[src/rtl/alu_lockstep_cmp_if.sv]
// Sample/result bundle for the lockstep ALU checker.
// The bench or host drives it as master; the checker is the slave.
interface alu_lockstep_cmp_if #(
  parameter int unsigned WIDTH = 4,
  parameter int unsigned LANES = 2,
  parameter int unsigned CNT_W = 8
);
  logic                   valid_i;
  logic [LANES*WIDTH-1:0] a_i;
  logic [LANES*WIDTH-1:0] b_i;
  logic [LANES*2-1:0]     sel_i;
  logic                   clr_i;
  logic                   valid_o;
  logic [LANES*WIDTH-1:0] result_o;
  logic [LANES-1:0]       carry_o;
  logic [WIDTH-1:0]       diff_o;
  logic                   carry_diff_o;
  logic [WIDTH-1:0]       voted_o;
  logic                   mismatch_o;
  logic [CNT_W-1:0]       err_cnt_o;
  logic                   fault_o;

  modport master (
    output valid_i, a_i, b_i, sel_i, clr_i,
    input  valid_o, result_o, carry_o, diff_o, carry_diff_o, voted_o, mismatch_o, err_cnt_o,
           fault_o
  );

  modport slave (
    input  valid_i, a_i, b_i, sel_i, clr_i,
    output valid_o, result_o, carry_o, diff_o, carry_diff_o, voted_o, mismatch_o, err_cnt_o,
           fault_o
  );
endinterface

[src/rtl/alu_lockstep_cmp.sv]
// Lockstep ALU checker: LANES parallel ALUs, two-stage pipeline, cross-compare,
// saturating mismatch counter and a sticky fault FSM.
module alu_lockstep_cmp #(
  parameter int unsigned WIDTH    = 4,
  parameter int unsigned LANES    = 2,
  parameter int unsigned CNT_W    = 8,
  parameter int unsigned FAULT_TH = 3
) (
  input logic               wb_clk_i,
  input logic               wb_rst_ni,
  alu_lockstep_cmp_if.slave bus_io
);

  typedef enum logic [1:0] {StOk, StSuspect, StFault} state_e;

  // Returns {carry, result}; SUB carry means "no borrow".
  function automatic logic [WIDTH:0] alu_op(input logic [1:0] sel, input logic [WIDTH-1:0] a,
                                            input logic [WIDTH-1:0] b);
    logic [WIDTH:0] sub;
    sub = {1'b0, a} - {1'b0, b};
    unique case (sel)
      2'b00:   alu_op = {1'b0, a} + {1'b0, b};
      2'b01:   alu_op = {~sub[WIDTH], sub[WIDTH-1:0]};
      2'b10:   alu_op = {1'b0, a & b};
      default: alu_op = {1'b0, a ^ b};
    endcase
  endfunction

  logic [LANES-1:0][WIDTH-1:0] res_d, res_q;
  logic [LANES-1:0]            car_d, car_q;
  logic                        s1_valid_d, s1_valid_q;
  logic                        valid_d, valid_q;
  logic [WIDTH-1:0]            diff_d, diff_q, voted_d, voted_q;
  logic                        cdiff_d, cdiff_q, mism_d, mism_q;
  logic [CNT_W-1:0]            cnt_d, cnt_q;
  logic [3:0]                  run_d, run_q;
  state_e                      state_d, state_q;
  logic                        fault_d, fault_q;
  logic [WIDTH-1:0]            vote_now;
  logic                        mism_now;

  always_comb begin
    res_d      = res_q;
    car_d      = car_q;
    s1_valid_d = bus_io.valid_i;
    if (bus_io.valid_i) begin
      for (int k = 0; k < LANES; k++) begin
        {car_d[k], res_d[k]} = alu_op(bus_io.sel_i[2*k +: 2], bus_io.a_i[k*WIDTH +: WIDTH],
                                      bus_io.b_i[k*WIDTH +: WIDTH]);
      end
    end
  end

  if (LANES == 3) begin : g_vote
    assign vote_now = (res_q[0] & res_q[1]) | (res_q[0] & res_q[2]) | (res_q[1] & res_q[2]);
    // Carries disagree somewhere iff they are neither all 0 nor all 1.
    assign mism_now = (res_q[0] != res_q[1]) || (res_q[0] != res_q[2]) ||
                      (car_q != '0 && car_q != '1);
  end else begin : g_cmp
    assign vote_now = res_q[0];
    assign mism_now = (res_q[0] != res_q[1]) || (car_q[0] != car_q[1]);
  end

  always_comb begin
    valid_d = s1_valid_q;
    diff_d  = diff_q;
    cdiff_d = cdiff_q;
    voted_d = voted_q;
    mism_d  = mism_q;
    if (s1_valid_q) begin
      diff_d  = res_q[0] ^ res_q[1];
      cdiff_d = car_q[0] ^ car_q[1];
      voted_d = vote_now;
      mism_d  = mism_now;
    end
  end

  // Counter and FSM consume the sample entering stage 2; clear overrides it.
  always_comb begin
    cnt_d   = cnt_q;
    run_d   = run_q;
    state_d = state_q;
    if (bus_io.clr_i) begin
      cnt_d   = '0;
      run_d   = '0;
      state_d = StOk;
    end else if (s1_valid_q) begin
      if (mism_now && cnt_q != {CNT_W{1'b1}}) begin
        cnt_d = cnt_q + CNT_W'(1);
      end
      unique case (state_q)
        StOk: begin
          if (mism_now) begin
            run_d   = 4'd1;
            state_d = (FAULT_TH <= 1) ? StFault : StSuspect;
          end
        end
        StSuspect: begin
          if (mism_now) begin
            run_d = run_q + 4'd1;
            if ({28'd0, run_q} + 32'd1 >= FAULT_TH) state_d = StFault;
          end else begin
            run_d   = '0;
            state_d = StOk;
          end
        end
        StFault: begin
        end
        default: begin
          run_d   = '0;
          state_d = StOk;
        end
      endcase
    end
    fault_d = (state_d == StFault);
  end

  always_ff @(posedge wb_clk_i or negedge wb_rst_ni) begin
    if (!wb_rst_ni) begin
      res_q      <= '0;
      car_q      <= '0;
      s1_valid_q <= 1'b0;
      valid_q    <= 1'b0;
      diff_q     <= '0;
      cdiff_q    <= 1'b0;
      voted_q    <= '0;
      mism_q     <= 1'b0;
    end else begin
      res_q      <= res_d;
      car_q      <= car_d;
      s1_valid_q <= s1_valid_d;
      valid_q    <= valid_d;
      diff_q     <= diff_d;
      cdiff_q    <= cdiff_d;
      voted_q    <= voted_d;
      mism_q     <= mism_d;
    end
  end

  always_ff @(posedge wb_clk_i or negedge wb_rst_ni) begin
    if (!wb_rst_ni) begin
      cnt_q   <= '0;
      run_q   <= '0;
      state_q <= StOk;
      fault_q <= 1'b0;
    end else begin
      cnt_q   <= cnt_d;
      run_q   <= run_d;
      state_q <= state_d;
      fault_q <= fault_d;
    end
  end

  assign bus_io.valid_o      = valid_q;
  assign bus_io.result_o     = res_q;
  assign bus_io.carry_o      = car_q;
  assign bus_io.diff_o       = diff_q;
  assign bus_io.carry_diff_o = cdiff_q;
  assign bus_io.voted_o      = voted_q;
  assign bus_io.mismatch_o   = mism_q;
  assign bus_io.err_cnt_o    = cnt_q;
  assign bus_io.fault_o      = fault_q;

endmodule

[src/flat_wrapper.sv]
// flat-port wrapper written by rule: the top's interface ports become plain ports
module alu_lockstep_cmp_flat 
#(
  parameter int unsigned WIDTH    = 4,
  parameter int unsigned LANES    = 2,
  parameter int unsigned CNT_W    = 8,
  parameter int unsigned FAULT_TH = 3
)
  (wb_clk_i, wb_rst_ni, bus_io_valid_i, bus_io_a_i, bus_io_b_i, bus_io_sel_i, bus_io_clr_i, bus_io_valid_o, bus_io_result_o, bus_io_carry_o, bus_io_diff_o, bus_io_carry_diff_o, bus_io_voted_o, bus_io_mismatch_o, bus_io_err_cnt_o, bus_io_fault_o);
  alu_lockstep_cmp_if #(.WIDTH(WIDTH), .LANES(LANES), .CNT_W(CNT_W)) bus_io_i ();
  input logic wb_clk_i;
  input logic wb_rst_ni;
  input wire logic [$bits(bus_io_i.valid_i)-1:0] bus_io_valid_i;
  input wire logic [$bits(bus_io_i.a_i)-1:0] bus_io_a_i;
  input wire logic [$bits(bus_io_i.b_i)-1:0] bus_io_b_i;
  input wire logic [$bits(bus_io_i.sel_i)-1:0] bus_io_sel_i;
  input wire logic [$bits(bus_io_i.clr_i)-1:0] bus_io_clr_i;
  output wire logic [$bits(bus_io_i.valid_o)-1:0] bus_io_valid_o;
  output wire logic [$bits(bus_io_i.result_o)-1:0] bus_io_result_o;
  output wire logic [$bits(bus_io_i.carry_o)-1:0] bus_io_carry_o;
  output wire logic [$bits(bus_io_i.diff_o)-1:0] bus_io_diff_o;
  output wire logic [$bits(bus_io_i.carry_diff_o)-1:0] bus_io_carry_diff_o;
  output wire logic [$bits(bus_io_i.voted_o)-1:0] bus_io_voted_o;
  output wire logic [$bits(bus_io_i.mismatch_o)-1:0] bus_io_mismatch_o;
  output wire logic [$bits(bus_io_i.err_cnt_o)-1:0] bus_io_err_cnt_o;
  output wire logic [$bits(bus_io_i.fault_o)-1:0] bus_io_fault_o;
  assign bus_io_i.valid_i = bus_io_valid_i;
  assign bus_io_i.a_i = bus_io_a_i;
  assign bus_io_i.b_i = bus_io_b_i;
  assign bus_io_i.sel_i = bus_io_sel_i;
  assign bus_io_i.clr_i = bus_io_clr_i;
  assign bus_io_valid_o = bus_io_i.valid_o;
  assign bus_io_result_o = bus_io_i.result_o;
  assign bus_io_carry_o = bus_io_i.carry_o;
  assign bus_io_diff_o = bus_io_i.diff_o;
  assign bus_io_carry_diff_o = bus_io_i.carry_diff_o;
  assign bus_io_voted_o = bus_io_i.voted_o;
  assign bus_io_mismatch_o = bus_io_i.mismatch_o;
  assign bus_io_err_cnt_o = bus_io_i.err_cnt_o;
  assign bus_io_fault_o = bus_io_i.fault_o;
  alu_lockstep_cmp #(.WIDTH(WIDTH), .LANES(LANES), .CNT_W(CNT_W), .FAULT_TH(FAULT_TH)) u_core (.wb_clk_i(wb_clk_i), .wb_rst_ni(wb_rst_ni), .bus_io(bus_io_i));
endmodule
[config.mk]
export PLATFORM = sky130hd
export DESIGN_NAME = alu_lockstep_cmp_flat
export DESIGN_NICKNAME = d
export VERILOG_FILES = /design/src/rtl/alu_lockstep_cmp_if.sv /design/src/rtl/alu_lockstep_cmp.sv /design/src/flat_wrapper.sv
export SDC_FILE = /design/constraint.sdc
export NUM_CORES = 1
export LEC_CHECK = 0
export BUFFER_PORTS_ARGS = -buffer_cell sky130_fd_sc_hd__buf_2
export CAP_MARGIN = 40
export CORE_ASPECT_RATIO = 2
export CORE_UTILIZATION = 55
export DETAILED_ROUTE_END_ITERATION = 10
export GPL_TIMING_DRIVEN = 0
export PLACE_DENSITY_LB_ADDON = 0.12
export SLEW_MARGIN = 20
export SYNTH_ARGS = -nofsm -noshare
export SYNTH_HDL_FRONTEND = slang
export SYNTH_SLANG_ARGS = --single-unit
export TNS_END_PERCENT = 1
[constraint.sdc]
create_clock -name wb_clk_i -period 5.41 [get_ports wb_clk_i]
set_clock_uncertainty 0.05 [all_clocks]
set_input_delay 0.8115 -clock wb_clk_i [delete_from_list [all_inputs] [get_ports wb_clk_i]]
set_output_delay 0.8115 -clock wb_clk_i [all_outputs]
set_load 0.01 [all_outputs]
==> run summary <==
====================================================================================
Outcome ............................................................... finished clean
Placement Setup Slack .................................................     2.888 ns
Final-report max-slew violation count .................................            0
Buffers plus inverters on the worst setup path ........................            1
Port buffer count .....................................................           51
WL per Instance .......................................................     14.01 µm
Syn. warnings .........................................................            0
Number of vias per cell after detailed routing ........................        5.689
Crit-path max cell delay ..............................................      0.41 ns
Residual DRC ..........................................................            0
Transition time at the pin with the least slew margin .................    0.4864 ns
Antenna violations before repair ......................................            0
Worst path top cell family by delay ...................................  adder cells
Post-synthesis cell type with the largest combined area ............... sky130_fd_sc_hd__dfrtp_1
Required time at the endpoint of the critical path ....................      5.53 ns
Largest net degree at the start of global routing .....................           38
Hold Violations, Final ................................................            0
Pre-antenna DRT Iters .................................................            4
IO Pins ...............................................................           54
Origin of the critical flop-to-flop path .............................. u_core.run_q[0]$_DFFE_PN0P_
Number of antenna diodes ..............................................            0
Sum of routed wire length over all layers .............................     5.086 mm
RSZ-0062 raised after global routing ..................................        false
Initial drt markers ...................................................           47
Vias in the first global route ........................................         2035
Routability congestion estimate .......................................       0.7662
Slew HR ...............................................................       0.6757
Number of max-cap violations ..........................................            0
Proportion of layout cells with a drive suffix above 1 ................       0.2508
Crit share post-route .................................................       0.4144
Area enclosed by the die boundary .....................................     4701 µm²
TritonCTS clock tree ..................................................         done
Cells traversed along the worst timing path ........................... buf_2 -> ha_1 -> fa_1 -> nor2b_1 -> o21ai_0 -> a21oi_1 -> o31a_1 -> mux2_2
Final-report setup violation count ....................................            0
Reg area ..............................................................    925.9 µm²
Crit path capture type ................................................     register
Worst setup slack for register-to-register paths ......................      3.55 ns
CTS sink cnt ..........................................................           37
Number of levels the H-tree was split into ............................            2
Largest buffer count on any clock path ................................            2
Clock insertion delay at the later pin of the skew report .............      0.29 ns
Detailed placement HPWL ...............................................     3.999 mm
Sequential element share of the synthesized area ......................       0.3812
Setup TNS .............................................................         0 ns
Starting density of the core ..........................................       0.5824
Core Area .............................................................     4170 µm²
Number of antenna-violating nets in the routed design .................            0
Multi-input gate area in the final layout .............................     1393 µm²
Number of cells traversed by the worst register-to-register path ......            5
Category of the most critical setup path .............................. primary input to register
Cell area after synthesis .............................................     2429 µm²
Post-route setup slack ................................................     3.168 ns
Die Height ............................................................     95.98 µm
Synthesized net count .................................................          299
Number of different library cells in the post-synthesis netlist .......           50
Final period demand of the worst path .................................     2.242 ns
Peak fanout along the critical path ...................................            3
Clk root buf .......................................................... sky130_fd_sc_hd__clkbuf_8
Share of flip-flops with an asynchronous set or reset after synthesis .        1.000
Kind of path behind the tightest hold check ........................... primary input to asynchronous set/reset pin
Number of placement rows ..............................................           33
Top cells by area, synth .............................................. sky130_fd_sc_hd__dfrtp_1 38%, sky130_fd_sc_hd__ha_1 9.8%, sky130_fd_sc_hd__a21oi_1 4.7%, sky130_fd_sc_hd__mux2_2 4.2%, sky130_fd_sc_hd__nor2_1 3.9%
Post-synthesis instance total .........................................          252
Wire length of the first global-routing pass ..........................     8.638 mm
Via count .............................................................         2065
Number of nets in the final layout ....................................          358
Type of origin of the critical path ................................... primary input
FILL cells ............................................................          367
Average instance area after synthesis .................................    9.637 µm²
Global-route usage over all layers ....................................       0.2414
PostCTS Resize Cnt ....................................................            0
Most common cell after layout, fill and taps aside .................... sky130_fd_sc_hd__buf_2
Number of buffers inserted by post-CTS setup repair ...................            0
FMAX ..................................................................    446.1 MHz
Floorplan die width ...................................................     48.99 µm
Number of synthesized register bits ...................................           37
Top cell type's share of synthesized area .............................       0.3812
Area grow syn2layout ..................................................       17.88%
Final worst hold slack ................................................    0.3643 ns
VDD IR-drop max .......................................................  0.0001675 V
Slowest library cell on the worst path ................................ sky130_fd_sc_hd__fa_1
Commonest non-fill, non-tap cells in the layout ....................... 52 x sky130_fd_sc_hd__buf_2, 37 x sky130_fd_sc_hd__dfrtp_1, 25 x sky130_fd_sc_hd__nor2_1
Hold bufs inserted after CTS ..........................................            0
Number of CTS-inserted buffers ........................................            5
Standby leakage power .................................................     1.369 nW
Dominant synthesized flop cell ........................................ sky130_fd_sc_hd__dfrtp_1
CP arrival ............................................................      2.37 ns
Reg-to-reg critical path endpoint ..................................... u_core.state_q[0]$_DFF_PN0_
Number of synthesized flops with an enable pin ........................            0
Power per cell area ................................................... 262.5 nW/µm²
Sum of overflow across all layers after global routing ................            0
Critical Path Stages ..................................................            8
Clk pin slew, worst setup/hold paths ..................................      0.07 ns
====================================================================================
==> synth_stat cells (all sizes together) (2+ instances only) <==
master / count
o31a: 3
nor3: 5
nor2b: 4
a2111oi: 2
nand4: 3
xor2: 4
xnor2: 6
buf: 2
o31ai: 4
or2: 2
mux2: 9
nand2: 16
ha: 19
o21ai: 15
nor2: 26
inv: 21
mux4: 2
mux2i: 4
nand2b: 4
nor4: 2
a21oi: 23
clkbuf: 6
nand3: 6
dfrtp: 37
a31oi: 2
fa: 4
a211oi: 2
or4: 3
o32ai: 2
==> cell families after synthesis <==
group | synth area share
multiplexers | 0.07677
AND/OR/NAND/NOR | 0.1607
adder cells (fa/ha/maj) | 0.1309
XOR/XNOR | 0.03606
flip-flops | 0.3812
AO/OA/AOI/OAI | 0.1690
buffers and inverters | 0.04534
==> sequential cells by signal, summed over array words and instances, names as in the netlist <==
signal                      cells
u_core.bus_io.carry_diff_o      1
u_core.bus_io.carry_o           2
u_core.bus_io.diff_o            4
u_core.bus_io.err_cnt_o         8
u_core.bus_io.fault_o           1
u_core.bus_io.mismatch_o        1
u_core.bus_io.result_o          4
u_core.bus_io.valid_o           1
u_core.bus_io.voted_o           4
u_core.run_q                    4
u_core.s1_valid_q               1
u_core.state_q                  2
u_core.vote_now                 4
==> worst max-delay path by stage <==
stage,startpoint,to,slack [ns]
finish,bus_io_b_i[4],u_core.bus_io.carry_o[1]$_DFFE_PN0P_,3.17
global route,bus_io_b_i[6],u_core.bus_io.result_o[7]$_DFFE_PN0P_,3.07
CTS,bus_io_b_i[4],u_core.bus_io.carry_o[1]$_DFFE_PN0P_,3.17
detailed placement,bus_io_b_i[4],u_core.bus_io.carry_o[1]$_DFFE_PN0P_,2.89
global placement,bus_io_b_i[4],u_core.bus_io.carry_o[1]$_DFFE_PN0P_,2.89
floorplan,bus_io_a_i[0],u_core.vote_now[1]$_DFFE_PN0P_,3.07
==> worst register-to-register path, cell delays in order, from the launching register on <==
cell and delay (ns):
sky130_fd_sc_hd__dfrtp_1 0.45, sky130_fd_sc_hd__ha_1 0.27, sky130_fd_sc_hd__or2_1 0.25, sky130_fd_sc_hd__a2111oi_4 0.40, sky130_fd_sc_hd__nor2_1 0.09, sky130_fd_sc_hd__o32ai_1 0.26
==> metal layers <==
layer,share of wire,global-route usage,vias up
met4,0.021,0.1005,0
li1,-,-,1007
met3,0.029,0.02528,8
met1,0.36,0.2282,999
met2,0.59,0.5046,51
met5,0,0,-
==> power by group <==
part / internal (mW) / total [mW] / switching (mW)
combinational: 0.0947 / 0.216 / 0.122
clock: 0.101 / 0.193 / 0.0922
sequential: 0.311 / 0.342 / 0.0309
==> per-stage QoR <==
stage | cells | utilization | area (µm²) | total power [mW]
after floorplan | 252 | - | 2429 | 0.4803
after global placement | 355 | 0.6592 | 2749 | 0.5579
after detailed placement | 355 | 0.6592 | 2749 | 0.5637
after CTS | 362 | 0.6799 | 2835 | 0.7551
after global routing | 363 | 0.6865 | 2863 | 0.7925
final | 363 | 0.6865 | 2863 | 0.7514
==> area by class of cell <==
class                   instances  area share
well taps                      52     0.02273
clock buffers                   7     0.03016
flip-flops and latches         37      0.3234
repair buffers                 52     0.09878
multi-input cells             186      0.4865
plain buffers                   8     0.01093
inverters                      21     0.02753
Note: power is estimated with default switching activity, not from simulation.
